[src/rtl/pipeline_ctrl.sv]
// pipeline_ctrl: stall/flush sequencer for the 5-stage RV32 pipeline.
// Resolves memory wait, MUL/DIV, redirect and load-use hazards with
// same-cycle control outputs, and keeps saturating stall/flush counters.
module pipeline_ctrl #(
  parameter int CNT_W = 32
) (
  input  logic             clk,
  input  logic             rst_n,
  input  logic [4:0]       id_rs1_addr,
  input  logic [4:0]       id_rs2_addr,
  input  logic             id_uses_rs1,
  input  logic             id_uses_rs2,
  input  logic [4:0]       ex_rd_addr,
  input  logic             ex_memread,
  input  logic             ex_is_mdu,
  input  logic             ex_branch_taken,
  input  logic             mdu_done,
  input  logic             mem_req,
  input  logic             dmem_ready,
  output logic             pc_en,
  output logic             if_id_en,
  output logic             id_ex_en,
  output logic             ex_mem_en,
  output logic             mem_wb_en,
  output logic             if_id_flush,
  output logic             id_ex_flush,
  output logic             ex_mem_flush,
  output logic             mem_wb_flush,
  output logic             mdu_start,
  output logic [1:0]       ctrl_state,
  output logic [CNT_W-1:0] stall_cycles,
  output logic [CNT_W-1:0] flush_count
);

  typedef enum logic [1:0] {
    ST_RUN      = 2'd0,
    ST_MDU_WAIT = 2'd1
  } state_e;

  state_e           state_q, state_d;
  logic [CNT_W-1:0] stall_q, stall_d;
  logic [CNT_W-1:0] flush_q, flush_d;
  logic             mem_wait_s;
  logic             load_use_s;
  logic             redirect_s;

  // Saturating increment shared by both performance counters.
  function automatic logic [CNT_W-1:0] sat_inc(input logic [CNT_W-1:0] v);
    if (v == {CNT_W{1'b1}}) begin
      sat_inc = v;
    end else begin
      sat_inc = v + {{(CNT_W-1){1'b0}}, 1'b1};
    end
  endfunction

  // Hazard detection; x0 as destination never creates a load-use dependency.
  always_comb begin
    mem_wait_s = mem_req && !dmem_ready;
    load_use_s = ex_memread && (ex_rd_addr != 5'd0) &&
                 ((id_uses_rs1 && (id_rs1_addr == ex_rd_addr)) ||
                  (id_uses_rs2 && (id_rs2_addr == ex_rd_addr)));
  end

  // Same-cycle control decode by priority, plus next state and counter updates.
  always_comb begin
    pc_en        = 1'b1;
    if_id_en     = 1'b1;
    id_ex_en     = 1'b1;
    ex_mem_en    = 1'b1;
    mem_wb_en    = 1'b1;
    if_id_flush  = 1'b0;
    id_ex_flush  = 1'b0;
    ex_mem_flush = 1'b0;
    mem_wb_flush = 1'b0;
    mdu_start    = 1'b0;
    redirect_s   = 1'b0;
    state_d      = state_q;
    case (state_q)
      ST_RUN: begin
        if (mem_wait_s) begin
          pc_en        = 1'b0;
          if_id_en     = 1'b0;
          id_ex_en     = 1'b0;
          ex_mem_en    = 1'b0;
          mem_wb_flush = 1'b1;
        end else if (ex_is_mdu) begin
          mdu_start    = 1'b1;
          pc_en        = 1'b0;
          if_id_en     = 1'b0;
          id_ex_en     = 1'b0;
          ex_mem_flush = 1'b1;
          state_d      = ST_MDU_WAIT;
        end else if (ex_branch_taken) begin
          if_id_flush  = 1'b1;
          id_ex_flush  = 1'b1;
          redirect_s   = 1'b1;
        end else if (load_use_s) begin
          pc_en        = 1'b0;
          if_id_en     = 1'b0;
          id_ex_flush  = 1'b1;
        end else begin
          state_d      = ST_RUN;
        end
      end
      ST_MDU_WAIT: begin
        // MEM holds a bubble while waiting, so mem_req is not consulted here.
        if (mdu_done) begin
          state_d      = ST_RUN;
        end else begin
          pc_en        = 1'b0;
          if_id_en     = 1'b0;
          id_ex_en     = 1'b0;
          ex_mem_flush = 1'b1;
        end
      end
      default: begin
        state_d        = ST_RUN;
      end
    endcase
    // Reset dominates: freeze every stage register and bubble everything.
    if (!rst_n) begin
      pc_en        = 1'b0;
      if_id_en     = 1'b0;
      id_ex_en     = 1'b0;
      ex_mem_en    = 1'b0;
      mem_wb_en    = 1'b0;
      if_id_flush  = 1'b1;
      id_ex_flush  = 1'b1;
      ex_mem_flush = 1'b1;
      mem_wb_flush = 1'b1;
      mdu_start    = 1'b0;
      redirect_s   = 1'b0;
    end else begin
      redirect_s   = redirect_s;
    end
    stall_d = pc_en      ? stall_q : sat_inc(stall_q);
    flush_d = redirect_s ? sat_inc(flush_q) : flush_q;
  end

  // FSM state and performance counters; reset aborts any MDU wait immediately.
  always_ff @(posedge clk or negedge rst_n) begin
    if (!rst_n) begin
      state_q <= ST_RUN;
      stall_q <= {CNT_W{1'b0}};
      flush_q <= {CNT_W{1'b0}};
    end else begin
      state_q <= state_d;
      stall_q <= stall_d;
      flush_q <= flush_d;
    end
  end

  assign ctrl_state   = state_q;
  assign stall_cycles = stall_q;
  assign flush_count  = flush_q;

endmodule

[config.mk]
export PLATFORM = sky130hd
export DESIGN_NAME = pipeline_ctrl
export DESIGN_NICKNAME = d
export VERILOG_FILES = /design/src/rtl/pipeline_ctrl.sv
export SDC_FILE = /design/constraint.sdc
export NUM_CORES = 1
export LEC_CHECK = 0
export BUFFER_PORTS_ARGS = -buffer_cell sky130_fd_sc_hd__buf_2
export CORE_ASPECT_RATIO = 1.5
export CORE_MARGIN = 2
export CORE_UTILIZATION = 35
export CTS_CLUSTER_DIAMETER = 120
export DETAILED_ROUTE_END_ITERATION = 6
export GPL_TIMING_DRIVEN = 1
export SYNTH_ARGS = -nofsm -noshare
export SYNTH_HDL_FRONTEND = slang
export SYNTH_SLANG_ARGS = --single-unit
[constraint.sdc]
create_clock -name clk -period 5.91 [get_ports clk]
set_input_delay 1.182 -clock clk [delete_from_list [all_inputs] [get_ports clk]]
set_output_delay 1.182 -clock clk [all_outputs]
set_load 0.1 [all_outputs]
==> results.toml <==
[status]
outcome = "completed"

[clocking]
cts_root_buffer = "clkbuf_16"
numCtsBuffers = 9
cts_setup_buffers = 0
htreeDepth = 3
cts_num_sinks = 65
clockBufferDepth = 2
insertion_delay_ns = 0.33
clk_pin_slew_ns = 0.05
hold_buffers = 0
cts-resized-gates = 0
cts_tree = "built"

[sta]
worstMarginPinSlew_ns = 1.12
setup_viol = 0
finalCriticalPeriod_ns = 4.11
final-max-slew-violation-count = 0
hold_violations = 0
timing.fmax_mhz = 243
timing.final.crit_share_pct = 69.5
slew-limit-headroom_pct = 25.6
fin_ws_ns = 1.80
rsz0062_at_grt = "false"
tns_ns = 0
skew_ns = 0.00317

[global_routing]
grt_pass1_vias = 2605
grtUsageTotal_pct = 15.3
grt_max_degree = 62
grt.overflow.total = 0
antenna_found_initial = 0
grt_pass1_wl_um = 12400

[synth]
synth_top_area_share_pct = 49.7
synth.area.top_cells = "dfrtp_1 50%, xnor2_1 17%, nand4_1 4.6%"
ys_warn_count = 0
yosysTopAreaCell = "dfrtp_1"
synth_cell_type_count = 42
synth_area_mm2 = 0.00327
postSynthAreaPerCell_um2 = 10.5
synth_cells = 312
ys_ff_latch = 65
synth-edff-count = 0
ys.flop_type = "dfrtp_1"
syn_nets = 339
synth_seq_area_share_pct = 49.7
synthArstFlopShare_pct = 100

[placement]
placed_area_mm2 = 0.00386
gp_congestion = 0.740
io_buffers = 99
place_inst = 515
dp_hpwl_um = 5480
post-place-ws_ns = 1.79

[layout]
nFillCells = 918
nets = 441
drive_gt1_share_pct = 30.1
layout_common_cells = "99 x buf_2, 65 x dfrtp_1, 62 x xnor2_1"
diodes = 0
layout_commonest_cell = "buf_2"
layout.cells.non_filler = 531
final_util_pct = 45.6
final_area_mm2 = 0.00417
area_delta_synth_final_pct = 27.5

[worst_setup_path]
r2r-start = "stall_cycles[0]"
arrival_ns = 2.93
startpoint_type = "input pin"
crit_start = "ex_rd_addr[1]"
cp_max_fo = 4
critPathRequiredTime_ns = 4.73
end_kind = "output port"
path_class = "in2out"

[hold_path]
min-delay-start = "flush_count[9]"
hp-class = "reg2reg"

[routing]
drt_iter0_markers = 114
drtAntennaViolNets = 0
drt_wl_total_um = 7380
routed-via-count = 2617
drtPass1Iterations = 4
route.detailed.drc = 0
via_per_inst = 4.93
route.detailed.wl_per_inst_um = 13.9

[die]
start_util_pct = 35.8
die_h_um = 122
io_pins = 101
rows = 43
die_x_um = 82.9
dieArea_mm2 = 0.0101
core_mm2 = 0.00915

[power]
leakage_uw = 0.00202
peakVddDrop_v = 0.000415
p_per_area_mw_per_mm2 = 370

[run]
drv_cap = 0
## power by group
| part | switching, µW | leakage [µW] | internal [µW] |
|---|---|---|---|
| Combinational | 390 | 0.000998 | 84.3 |
| Clock | 190 | 0.000149 | 349 |
| Sequential | 45.8 | 0.000873 | 484 |
| Total | 626 | 0.00202 | 918 |
## critical path, cell delays in order
cell	delay, ns
buf_2	0.12
or4_1	0.51
o21a_1	0.20
a311o_1	0.40
inv_1	0.09
buf_2	0.42
## path summary, 6_finish.rpt
kind                                        end  slack (ns)  cells past startpoint
worst max-delay path                      pc_en        1.80                      6
worst min-delay path             flush_count[9]        0.49                      1
worst max register to register  stall_cycles[1]        3.02                      7
worst min register to register   flush_count[9]        0.49                      1
max in group asynchronous       stall_cycles[3]        4.23                      2
min in group asynchronous        flush_count[8]        0.68                      1
## kinds of logic (layout without fill, tap and decap cells)
logic type                 after synthesis  count (layout)  synth area share [%]
xor gates and xnor gates                69              69                  18.5
DFF                                     65              65                  49.7
muxes                                    3               3                 0.995
buffers and inverters                   17             124                  2.49
adders and majority gates                2               2                 0.765
AOI/OAI and AO/OA                       15              15                  3.33
other                                    1               1                 0.115
and+or+nand+nor                        140             140                  24.1
## cell type report
cell class / count / area (µm²) / area share (%)
tap: 112 / 140 / 3.36
timing repair buffer: 100 / 503 / 12.1
inverter: 8 / 30.0 / 0.720
clock buffer: 12 / 256 / 6.15
clock inverter: 4 / 51.3 / 1.23
multi-input combinational: 230 / 1560 / 37.5
sequential: 65 / 1630 / 39.0
## metrics by stage
| step | power (µW) | hold WS, ns |
|---|---|---|
| global route | 1600 | 0.511 |
| detailed placement | 1020 | 0.481 |
| global placement | 1010 | 0.470 |
| finish | 1540 | 0.485 |
| CTS | 1560 | 0.489 |
| floorplan | 930 | 0.886 |
## sequential cells by signal, indices dropped and copies added, names as in the netlist
name / cells
stall_cycles: 32
flush_count: 32
ctrl_state: 1
## routing by layer
metal	global-route usage, %	wire length (µm)	up-vias	part of all wire [%]
met4	8.50	178	0	2.4
li1	-	-	1287	-
met1	17.0	3030	1262	41
met5	0	0	-	0
met3	3.09	317	11	4.3
met2	27.2	3860	57	52
## Yosys cell counts, drive strengths merged, types with 2 or more instances
master  instances
clkbuf          2
a31oi           2
a21oi           7
nor2b           3
and2            5
xor2            7
or4             2
nand2          32
ha              2
inv             8
nand2b          3
and4            8
xnor2          62
mux2            2
nor4            2
buf             7
nand3          21
and3           10
nor3            6
nand4          24
nor2           17
dfrtp          65
o21a            2
No activity file was read; power rests on OpenSTA's default activity.
